`src/rtl/alu_pkg.sv`:
```
// Shared definitions for the ALU result interface: bus width and the
// bit positions of the four status flags inside a packed result word.
package alu_pkg;

    localparam int unsigned DATA_W = 4;
    localparam int unsigned FLG_W  = 4;

    localparam int unsigned FLG_ZERO = 0;
    localparam int unsigned FLG_OF   = 1;
    localparam int unsigned FLG_UN   = 2;
    localparam int unsigned FLG_ERR  = 3;

    localparam int unsigned WORD_W = DATA_W + FLG_W;

endpackage

```
`src/rtl/alu_result_collector_sync_fifo.sv`:
```
// Synchronous first-word-fall-through FIFO with valid/ready on both sides.
// Readiness depends only on occupancy, so a full FIFO refuses a push even when popped.
module sync_fifo #(
    parameter int unsigned DEPTH = 4,
    parameter int unsigned WIDTH = 8
) (
    input  logic             clk,
    input  logic             rst,
    input  logic             in_valid,
    output logic             in_ready,
    input  logic [WIDTH-1:0] in_data,
    output logic             out_valid,
    input  logic             out_ready,
    output logic [WIDTH-1:0] out_data
);

    localparam int unsigned AW = $clog2(DEPTH);
    localparam int unsigned CW = AW + 1;

    logic [WIDTH-1:0] mem [DEPTH];
    logic [AW-1:0]    wptr;
    logic [AW-1:0]    rptr;
    logic [CW-1:0]    count;
    logic             push;
    logic             pop;

    assign in_ready  = (count != CW'(DEPTH));
    assign out_valid = (count != '0);
    assign push      = in_valid & in_ready;
    assign pop       = out_valid & out_ready;

    // Gate the head so stale or never-written entries cannot leak out.
    assign out_data  = out_valid ? mem[rptr] : '0;

    always_ff @(posedge clk) begin
        if (push) begin
            mem[wptr] <= in_data;
        end
    end

    always_ff @(posedge clk) begin
        if (rst) begin
            wptr  <= '0;
            rptr  <= '0;
            count <= '0;
        end else begin
            if (push) begin
                wptr <= wptr + 1'b1;
            end
            if (pop) begin
                rptr <= rptr + 1'b1;
            end
            if (push && !pop) begin
                count <= count + 1'b1;
            end else if (pop && !push) begin
                count <= count - 1'b1;
            end
        end
    end

endmodule

```
`src/rtl/alu_result_collector.sv`:
```
// Collects ALU result words into a FIFO and keeps sticky flags plus
// saturating event counters for every accepted word.
module alu_result_collector #(
    parameter int unsigned DATA_W = alu_pkg::DATA_W,
    parameter int unsigned DEPTH  = 4,
    parameter int unsigned CNT_W  = 8
) (
    input  logic              clk,
    input  logic              rst,
    input  logic              in_valid,
    output logic              in_ready,
    input  logic [DATA_W-1:0] in_out,
    input  logic              in_of,
    input  logic              in_un,
    input  logic              in_err,
    input  logic              in_zero,
    output logic              out_valid,
    input  logic              out_ready,
    output logic [DATA_W+3:0] out_data,
    input  logic              clr,
    output logic [3:0]        sticky,
    output logic [CNT_W-1:0]  op_cnt,
    output logic [CNT_W-1:0]  of_cnt,
    output logic [CNT_W-1:0]  un_cnt,
    output logic [CNT_W-1:0]  err_cnt
);

    import alu_pkg::*;

    logic [FLG_W-1:0] flags;
    logic             push;

    always_comb begin
        flags           = '0;
        flags[FLG_ZERO] = in_zero;
        flags[FLG_OF]   = in_of;
        flags[FLG_UN]   = in_un;
        flags[FLG_ERR]  = in_err;
    end

    assign push = in_valid & in_ready;

    sync_fifo #(
        .DEPTH (DEPTH),
        .WIDTH (DATA_W + FLG_W)
    ) u_fifo (
        .clk       (clk),
        .rst       (rst),
        .in_valid  (in_valid),
        .in_ready  (in_ready),
        .in_data   ({flags, in_out}),
        .out_valid (out_valid),
        .out_ready (out_ready),
        .out_data  (out_data)
    );

    // clr wins over a same-cycle push: that word's stats are discarded.
    always_ff @(posedge clk) begin
        if (rst || clr) begin
            sticky  <= '0;
            op_cnt  <= '0;
            of_cnt  <= '0;
            un_cnt  <= '0;
            err_cnt <= '0;
        end else if (push) begin
            sticky <= sticky | flags;
            if (op_cnt != '1) begin
                op_cnt <= op_cnt + 1'b1;
            end
            if (flags[FLG_OF] && of_cnt != '1) begin
                of_cnt <= of_cnt + 1'b1;
            end
            if (flags[FLG_UN] && un_cnt != '1) begin
                un_cnt <= un_cnt + 1'b1;
            end
            if (flags[FLG_ERR] && err_cnt != '1) begin
                err_cnt <= err_cnt + 1'b1;
            end
        end
    end

endmodule

```
`config.mk`:
```
export PLATFORM = sky130hd
export DESIGN_NAME = alu_result_collector
export DESIGN_NICKNAME = d
export VERILOG_FILES = /design/src/rtl/alu_pkg.sv /design/src/rtl/alu_result_collector_sync_fifo.sv /design/src/rtl/alu_result_collector.sv
export SDC_FILE = /design/constraint.sdc
export NUM_CORES = 1
export LEC_CHECK = 0
export ABC_AREA = 0
export BUFFER_PORTS_ARGS = -buffer_cell sky130_fd_sc_hd__buf_2
export CORE_MARGIN = 2
export CORE_UTILIZATION = 50
export CTS_CLUSTER_DIAMETER = 40
export DETAILED_ROUTE_END_ITERATION = 6
export HOLD_SLACK_MARGIN = 0.15
export PLACE_DENSITY = 0.69
export SYNTH_ARGS = -nofsm -noshare
export SYNTH_HDL_FRONTEND = slang
export SYNTH_HIERARCHICAL = 1
export SYNTH_SLANG_ARGS = --single-unit
```
`constraint.sdc`:
```
create_clock -name clk -period 5 [get_ports clk]
set_clock_uncertainty 0.15 [all_clocks]
set_input_delay 1 -clock clk [delete_from_list [all_inputs] [get_ports clk]]
set_output_delay 1 -clock clk [all_outputs]
set_load 0.03 [all_outputs]
```
; ---- Word-level counts from Yosys, hierarchy flattened
; Memories as Yosys holds them, arrays and structs flattened. A register that Yosys moved wholly into a read port is not among the register bits.
; Cells that the tools add are included.
[word_totals]
output_inout_bits = 46
latchBits = 0
reg_bits = 43
wordCells = 46
ram_bits = 32
memories = 1
rom_bits = 0
[memory_table]
columns = memory, depth, word_bits, rd, rd_ports_with_merged_regs, wr, line
row1 = u_fifo.mem, 4, 8, 1, 1, 1, alu_result_collector_sync_fifo.sv:20  ; logic [WIDTH-1:0] mem [DEPTH];
[op_classes]
add_sub_neg = 8
mul = 0
n_reduce_logical = 14
magnitude_cmp = 0
div = 0
eq_ne = 5
mux = 7
n_bitwise = 3
n_shift = 0
[op_table]
columns = operator, count
row1 = $add 8x1->8 const B, 4
row2 = $ne 8x8->1 const B, 4
row3 = $mux 8, 1
row4 = $reduce_and 2->1, 4
row5 = $mux 3, 2
row6 = $logic_and 1x1->1, 5
row7 = $add 2x1->2 const B, 2
row8 = $mux 2, 2
row9 = $or 4x4->4, 1
row10 = $add 3x1->3 const B, 1
row11 = $ne 3x3->1 const B, 1
row12 = $reduce_bool 3->1, 1
row13 = $sub 3x1->3 const B, 1
row14 = $and 1x1->1, 2
row15 = $logic_not 1->1, 2
row16 = $mux 1, 2
row17 = $reduce_bool 2->1, 1
row18 = $logic_or 1x1->1, 1

; ---- Depth between registers and ports, before layout
[depth]
ltp_word = 6
mapped_depth = 8
depth_no_buf = 8

; ---- Modules after synthesis
; Netlist, hierarchy kept.
[modules_own_cells]
columns = module, cells_each, area_per_inst_um2, n_inst
row1 = alu_result_collector, 185, 1702.9, 1
row2 = sync_fifo, 101, 1679.1, 1

; ---- Worst setup path after synthesis
; OpenSTA, ideal clock, no wires.
[synth_path]
path_kind = input -> register
start = input in_valid
end = register u_fifo.count[2]
arrival_ns = 2.434
setup_slack_ns = 2.346
t_required_ns = 4.780
cell_stages = 7
path_cell_list = a21boi_2 > ha_1 > inv_1 > fa_1 > xor2_1 > or3_1 > a21oi_1
[synth_via]
elab_chain_len = 4
[synth_rtl]
columns = item, line
row1 = start: declaration, alu_result_collector.sv:10  ; input logic in_valid,
row2 = $and 1x1->1 *, alu_result_collector_sync_fifo.sv:29  ; assign push = in_valid & in_ready;
row3 = $logic_not 1->1, alu_result_collector_sync_fifo.sv:55  ; end else if (pop && !push) begin
row4 = $logic_and 1x1->1, alu_result_collector_sync_fifo.sv:55
row5 = $reduce_bool 2->1 (no line), -
row6 = end signal: assignment, alu_result_collector_sync_fifo.sv:54  ; count <= count + 1'b1;
row7 = end signal: assignment, alu_result_collector_sync_fifo.sv:56  ; count <= count - 1'b1;
row8 = end: declaration, alu_result_collector_sync_fifo.sv:23  ; logic [CW-1:0] count;
; Mark *: on every way between the ends. The rest lies on a longest branch, timed or not.
; A chain may end at the register's enable or synchronous reset.

==> summary.md <==
| Metric | Value |
|---|---|
| Global-route wire length before repair | 10.0 mm |
| Commonest non-fill, non-tap cell in the layout | buf_2 |
| Final period util | 0.606 |
| Drt drc | 0 |
| CP arrival | 1.88 ns |
| Initial DRC Count | 132 |
| Sum Neg Setup Slack | 0 ns |
| Synth Cell Area | 3380 sq um |
| CTS tree | yes |
| Initial antenna violation count | 0 |
| HP Class | reg -> reg |
| Largest net degree at the start of global routing | 22 |
| Initial Util | 0.524 |
| Port buffer count | 58 |
| I/O pin cnt | 59 |
| Post-Synth XOR/XNOR Area | 0.0518 |
| Total GRT Usage | 0.174 |
| Post-Synthesis Cells | 286 |
| Postcts setup bufs | 0 |
| Post-synth top area share | 0.284 |
| Reg clk slew, reported paths | 0.07 ns |
| Fin. Hold Viols | 0 |
| Die X | 86.2 um |
| H-tree lvl count | 3 |
| TritonCTS Sinks | 77 |
| Placer Congestion | 0.760 |
| Synth Area in Simple Gates | 0.175 |
| Chip height | 86.2 um |
| Max Buffers Root-to-Sink | 2 |
| Grt total ovfl | 0 |
| Die area | approximately 7400 sq um |
| Critical Path RT | 3.85 ns |
| Max frequency | between 300 and 400 MHz |
| Cell taking the most area after synthesis | edfxtp_1 |
| Synthesis warning total | 6 |
| Startpoint Class | flop |
| Detailed placement HPWL | roughly 4.3 mm |
| # resized after CTS | 0 |
| Mux cell area share after synthesis | 0.0744 |
| Final min period | approximately 3.0 ns |
| Avg Cell Area, Syn | 11.8 sq um |
| Via/cell ratio | 5.28 |
| Placed Area | 3710 sq um |
| Antenna Violating Nets Remaining | 0 |
| Fillers | approximately 540 |
| Max-cap violations | 0 |
| Router iterations before antenna repair | 4 |
| Status | complete, no violations |
| Main combinational cell family by area after synthesis | simple AND/OR/NAND/NOR gates |
| Endpoints failing setup | 0 |
| #FFs+latches synth | 77 |
| Antenna Cells | 0 |
| Power Density | 410 nW/um^2 |
| Leakage power | 0.00156 uW |
| Final instance area | about 3900 sq um |
| # rows | 29 |
| WL final | 6.08 mm |
| Clk root buf | clkbuf_8 |
| Final Util | 0.604 |
| Total Power | around 1600 uW |
| Drt wl/cell | 14.2 um |
| Synthesized Nets | 309 |
| Vias in the first global route | 2178 |
| Core area | between 6000 and 7000 sq um |
| Seq/Total Area, Yosys | 0.550 |
| Post-Synth Adder-Cell Area | 0.0392 |
| RSZ-0062 raised after global routing | no |
| Post-synth cell types | 42 |
| Final max-slew violation count | 0 |
| Commonest cells after routing, fill and taps aside | buf_2 (58), dfxtp_1 (45), nor2_1 (37) |
| # nets final | 369 |
| Later-pin clock latency in the skew report | around 0.33 ns |
| CP Capture Type | primary output |
| Via Count | 2258 |
| Max VDD drop | about 0.00016 V |
| Synth top area cells | edfxtp_1 (28%), dfxtp_1 (27%), mux4_2 (5.3%) |
| Min Hold Slack | ~0.32 ns |
| Crit path max fanout | 8 |
| Area occupied by multi-input gates | roughly 1400 sq um |
| CP Class | reg -> out |
| Relative slew slack | 0.644 |
| FF/Latch Area | 1860 sq um |
| Least-Margin Pin Slew | 0.533 ns |
| Number of CTS-inserted buffers | 9 |
| Synth Area in Compound Gates | 0.0825 |
| Post-CTS Hold Fix Bufs | 0 |
| Share of layout cells above drive strength 1 | 0.268 |
| Area Growth Syn to Fin | 15.4% |
## power breakdown
part,leakage (uW),internal [uW],switching (uW)
Sequential,0.000658,710,49.5
Clock,0.0000967,241,209
Combinational,0.000808,157,232
## layer usage
metal / vias up / part of all wire / track usage
met5: - / 0 / 0
li1: 1157 / - / -
met4: 0 / 0.0091 / 0.0767
met1: 1041 / 0.48 / 0.230
met2: 56 / 0.47 / 0.273
met3: 4 / 0.049 / 0.0429
## worst max-delay path: stages, from the launching register on
cell	delay (ns)
dfxtp_1	0.66
mux4_2	0.58
nor2b_1	0.14
buf_2	0.17
## final timing paths
| path | slack [ns] | start | depth (start not counted) | to |
|---|---|---|---|---|
| worst max-delay path | 1.97 | flop | 3 | out_data[7] |
| worst min-delay path | 0.32 | sticky[0] | 2 | sticky[0] |
| worst max register to register | 2.69 | u_fifo/count[0] | 8 | u_fifo/count[2] |
| worst min register to register | 0.32 | sticky[0] | 2 | sticky[0] |
## final cells by class
type	count	share of cell area
sequential	77	0.477
tap	77	0.0247
clock buffer	11	0.0362
inverter	4	0.00385
clock inverter	5	0.0131
multi-input combinational	194	0.367
timing repair buffer	60	0.0782
## flip-flops by register name, indices dropped and copies added, names as in the netlist, named ones only
name          flops
err_cnt           8
of_cnt            8
op_cnt            8
sticky            4
u_fifo/count      3
u_fifo/mem       32
u_fifo/rptr       2
u_fifo/wptr       2
un_cnt            8
## cells in the mapped netlist, drive strengths merged
| library cell | instances |
|---|---|
| a211oi | 1 |
| nor3 | 4 |
| nand2 | 11 |
| or3 | 10 |
| clkbuf | 6 |
| fa | 1 |
| and3 | 9 |
| a311oi | 1 |
| and4 | 1 |
| nand3b | 1 |
| nor2b | 9 |
| edfxtp | 32 |
| mux2i | 6 |
| a21oi | 10 |
| and2 | 7 |
| ha | 9 |
| xnor2 | 1 |
| nand2b | 2 |
| and4bb | 1 |
| o21ai | 12 |
| or2 | 2 |
| xor2 | 19 |
| o211ai | 9 |
| o21ba | 1 |
| buf | 5 |
| nor2 | 37 |
| nand3 | 10 |
| mux2 | 1 |
| o31ai | 3 |
| mux4 | 8 |
| a21boi | 1 |
| inv | 4 |
| nand4 | 7 |
| dfxtp | 45 |
## kinds of logic (layout without fill, tap and decap cells)
family          after synthesis  in the layout
fa+ha+maj                    10             10
compound gates               38             38
xor+xnor                     20             20
flops                        77             77
mux                          15             15
simple gates                111            111
buf+inv                      15             80
## per-stage QoR
step           setup WS [ns]  cells
3_3_place_gp            2.11    412
6_report                1.97    428
4_1_cts                 1.89    428
2_1_floorplan           2.35    286
3_5_place_dp            2.03    412
5_1_grt                 1.83    428
Note: power is estimated with default switching activity, not from simulation.
